## config.mk

```make
export PLATFORM = sky130hd
export DESIGN_NAME = hdb3_encoder
export DESIGN_NICKNAME = d
export VERILOG_FILES = /design/src/rtl/hdb3_pkg.sv /design/src/rtl/hdb3_polarity.sv /design/src/rtl/hdb3_encoder.sv
export SDC_FILE = /design/constraint.sdc
export NUM_CORES = 1
export LEC_CHECK = 0
export CAP_MARGIN = 20
export CORE_AREA = 2 2 39 41
export CTS_BUF_LIST = sky130_fd_sc_hd__clkbuf_16
export DETAILED_ROUTE_END_ITERATION = 12
export DIE_AREA = 0 0 41 43
export PLACE_DENSITY_LB_ADDON = 0.2
export SYNTH_ARGS = -nofsm -noshare
export SYNTH_HDL_FRONTEND = slang
export SYNTH_SLANG_ARGS = --single-unit
```

## constraint.sdc

```tcl
create_clock -name clk -period 1.4 [get_ports clk]
set_input_delay 0.21 -clock clk [delete_from_list [all_inputs] [get_ports clk]]
set_output_delay 0.21 -clock clk [all_outputs]
set_load 0.01 [all_outputs]
```

## src/rtl/hdb3_pkg.sv

```systemverilog
// hdb3_pkg: symbol alphabet and pipeline depth shared by the HDB3 encoder blocks
package hdb3_pkg;
    typedef logic [1:0] sym_t;
    localparam sym_t SYM_ZERO = 2'b00;
    localparam sym_t SYM_ONE  = 2'b01;
    localparam sym_t SYM_B    = 2'b10;
    localparam sym_t SYM_V    = 2'b11;
    localparam int PIPE_DEPTH = 4;
endpackage

```

## src/rtl/hdb3_polarity.sv

```systemverilog
// hdb3_polarity: maps the outgoing symbol to bp/bn rails, tracking last pulse polarity
module hdb3_polarity
    import hdb3_pkg::*;
(
    input  logic clk,
    input  logic rst_n,
    input  sym_t sym,
    output logic bp,
    output logic bn
);
    logic last_pos;
    logic pos;
    logic mark;
    // a violation repeats the last polarity, every other mark alternates
    always_comb begin
        mark = sym != SYM_ZERO;
        pos  = (sym == SYM_V) ? last_pos : ~last_pos;
    end
    always_ff @(posedge clk) begin
        if (!rst_n) begin
            bp       <= 1'b0;
            bn       <= 1'b0;
            last_pos <= 1'b0;
        end else begin
            bp       <= mark & pos;
            bn       <= mark & ~pos;
            last_pos <= mark ? pos : last_pos;
        end
    end
endmodule

```

## src/rtl/hdb3_encoder.sv

```systemverilog
// hdb3_encoder: NRZ to HDB3 line encoder; classifies bits, substitutes B00V/000V,
// delays four symbols so a balancing pulse can be placed on the first zero of a run
module hdb3_encoder
    import hdb3_pkg::*;
(
    input  logic clk,
    input  logic rst_n,
    input  logic data_in,
    output logic bp,
    output logic bn
);
    sym_t       pipe [PIPE_DEPTH];
    sym_t       sym;
    logic [1:0] zcnt;
    logic       parity;
    logic       is_v;
    logic       insert_b;
    always_comb begin
        is_v     = !data_in && zcnt == 2'd3;
        sym      = data_in ? SYM_ONE : (is_v ? SYM_V : SYM_ZERO);
        insert_b = is_v && !parity;
    end
    // the first zero of the run shifts into the last stage on the same edge the V is classified
    always_ff @(posedge clk) begin
        if (!rst_n) begin
            zcnt   <= 2'd0;
            parity <= 1'b0;
            for (int i = 0; i < PIPE_DEPTH; i++) pipe[i] <= SYM_ZERO;
        end else begin
            pipe[0] <= sym;
            for (int i = 1; i < PIPE_DEPTH; i++) pipe[i] <= pipe[i-1];
            if (insert_b) pipe[PIPE_DEPTH-1] <= SYM_B;
            zcnt   <= (data_in || is_v) ? 2'd0 : zcnt + 2'd1;
            parity <= is_v ? 1'b0 : (data_in ? ~parity : parity);
        end
    end
    hdb3_polarity u_pol (
        .clk   (clk),
        .rst_n (rst_n),
        .sym   (pipe[PIPE_DEPTH-1]),
        .bp    (bp),
        .bn    (bn)
    );
endmodule

```

==> results.md, run 1 <==
- Fin. max-slew vios: 0
- Max VDD drop: 0.941 mV
- Final min period: roughly 1.3 ns
- Port Buffers: 4
- Area leader, netlist: dfxtp_1
- Clock transition at path regs: roughly 0.05 ns
- Via density: 4.61
- Register bit total from synthesis: 14
- Clock Sinks: 14
- Clk_lat worst skew: 0.24 ns
- Cells after Synth: 38
- Final RePlAce weighted congestion: 0.661
- CP Capture Type: output port
- Layout cell share with drive strength beyond 1: 0.0889
- CP Launch Type: flop
- Worst setup margin: 0.122 ns
- ANT nets after route: 0
- CP max-delay cell: clkdlybuf4s50_1
- Synth top area share: 0.617
- Sequential area share after synthesis: 0.617
- Layout Utilization: 0.423
- Synth Warn #: 0
- Post-Route WL: 650 microns
- CP max FO: 1
- Post-Route Setup TNS: 0 ns
- Post-Syn Nets: 42
- Post-synth cell types: 17
- Vias: 281
- RSZ-0062 raised after global routing: no
- I/O pin total: 5
- Flop2flop setup slack: 0.36 ns
- DR iter-0 viols: 0
- H-tree Lvls: 1
- Diode count: 0
- Worst rel slew slack: 0.759
- Num CTS Buffers: 3
- Worst-Margin Slew: 0.361 ns
- Num rows: 14
- Worst Skew: 0.00210 ns
- Vias in the first global route: 273
- Clk buf depth: 2
- DRC Markers: 0
- Period utilization: 0.913
- Total grt overflow: 0
- Floorplan core area: 0.00138 sq mm
- Hold_buf cts: 0
- Area contributors post-synth: dfxtp_1 62%, and2_1 5.5%, o21a_1 5.0%
- # Max-Cap Violations: 0
- Crit-path cells: clkdlybuf4s50_1
- Lkg Pwr: ~0.24 nW
- Post-Place Worst Slack: approximately 0.090 ns
- FMAX: 0.782 GHz
- Initial antenna violation count: 0
- Synth Flop Type: dfxtp_1
- Slowest Stage Delay on Critical Path: 0.52 ns
- Nets: 50
- Buf+Inv Stages, Crit Path: 1
- Initial core utilization: 0.328
- Largest net degree at the start of global routing: 14
- Status: finished, final reports clean
- Top cell family by delay on the critical path: buffers and inverters
- Final-report setup violation count: 0
- Area of the mapped netlist: around 450 sq um
- Die X: around 40 microns
- Total die area: 0.00176 sq mm
- Total power: 0.000982 W
- CTS tree: built
- # Post-CTS Setup Buffers: 0
- Gr usage total: 0.109
- DIE HEIGHT: roughly 43 microns
- EDFF count, synth: 0
- Post-CTS resize count: 0
- Hold WC Path Type: flop to flop
- CTS root buf: clkbuf_16
- Top-count cell post-synth: dfxtp_1
- Syn-to-layout area delta: 28.9%
- Fraction of registers with async set/reset: 0
- Synth cell count leaders: 14 x dfxtp_1, 4 x and2_1, 3 x nand2_1, 3 x o21a_1, 2 x o22ai_1
- Hold WS: approximately 0.42 ns
- First-pass GRT wire length: 1130 microns
- Routed len/inst: 10.7 microns
- Kind of critical path: flop to output port
- WP data required: between 1 and 1.5 ns
- Final Hold Viols: 0
- Data arrival, critical path: between 1 and 1.5 ns
- Syn_area_per_cell: about 12 sq um
- Cell area power density: 1680 mW/mm^2
- Router iterations before antenna repair: 1
placed cells by master (no fill, tap or decap), drive strengths merged:
cell type and instances:
and3b 1, clkdlybuf4s50 4, and2 4, clkbuf 3
nor2 1, nand2b 1, o22ai 2, xnor2 1
ha 1, nor2b 1, nor3b 2, dfxtp 14
o21a 3, nor4bb 1, mux2i 1, nand2 3
nor4b 1, clkinv 1
stage by stage:
stage          instance area [sq um]  std cells
3_5_place_dp                     507         57
5_1_grt                          586         61
4_1_cts                          586         61
3_3_place_gp                     507         57
6_report                         586         61
2_1_floorplan                    454         38
state kept, by name, summed over array words and instances (netlist names):
signal,cells
parity,1
pipe,8
u_pol.bn,1
u_pol.bp,1
u_pol.last_pos,1
zcnt,2
area by class of cell:
cell class | count | area, sq um
clock buffers | 3 | 75.1
clock inverters | 1 | 3.75
fillers | 131 | 798
multi-input cells | 23 | 166
flip-flops and latches | 14 | 280
well taps | 16 | 20.0
repair buffers | 4 | 40.0
kinds of logic after synthesis:
group           Yosys count  share of synthesized area
simple gates             15                      0.220
flops                    14                      0.617
mux                       1                     0.0220
fa+ha+maj                 1                     0.0275
buf+inv                   1                     0.0165
compound gates            5                     0.0771
xor+xnor                  1                     0.0193
metal layers:
metal	global-route usage	routed length, microns
met1	0.112	288
met3	0.0785	37
met4	0.100	24
met5	0	0
met2	0.138	299
final timing paths:
path / startpoint / cells after the start / end
max: u_pol.bp / 1 / bp
min: pipe[2][0] / 2 / pipe[3][0]
max reg2reg: zcnt[0] / 3 / pipe[3][1]
min reg2reg: pipe[2][0] / 2 / pipe[3][0]
report_power, final:
part | leakage [nW] | switching (W) | internal (W)
Combinational | 0.0839 | 0.0000131 | 0.0000166
Clock | 0.0385 | 0.000161 | 0.000377
Sequential | 0.114 | 0.00000451 | 0.000410
No activity file was read; power rests on OpenSTA's default activity.
==> run 2: changes to the inputs <==
--- a/config.mk
+++ b/config.mk
@@ -10,6 +10,7 @@
 export CTS_BUF_LIST = sky130_fd_sc_hd__clkbuf_16
 export DETAILED_ROUTE_END_ITERATION = 12
 export DIE_AREA = 0 0 41 43
+export GPL_ROUTABILITY_DRIVEN = 0
 export PLACE_DENSITY_LB_ADDON = 0.2
 export SYNTH_ARGS = -nofsm -noshare
 export SYNTH_HDL_FRONTEND = slang
==> results of run 2 <==
The final DEF is identical to that of run 1; final timing and power are the same.
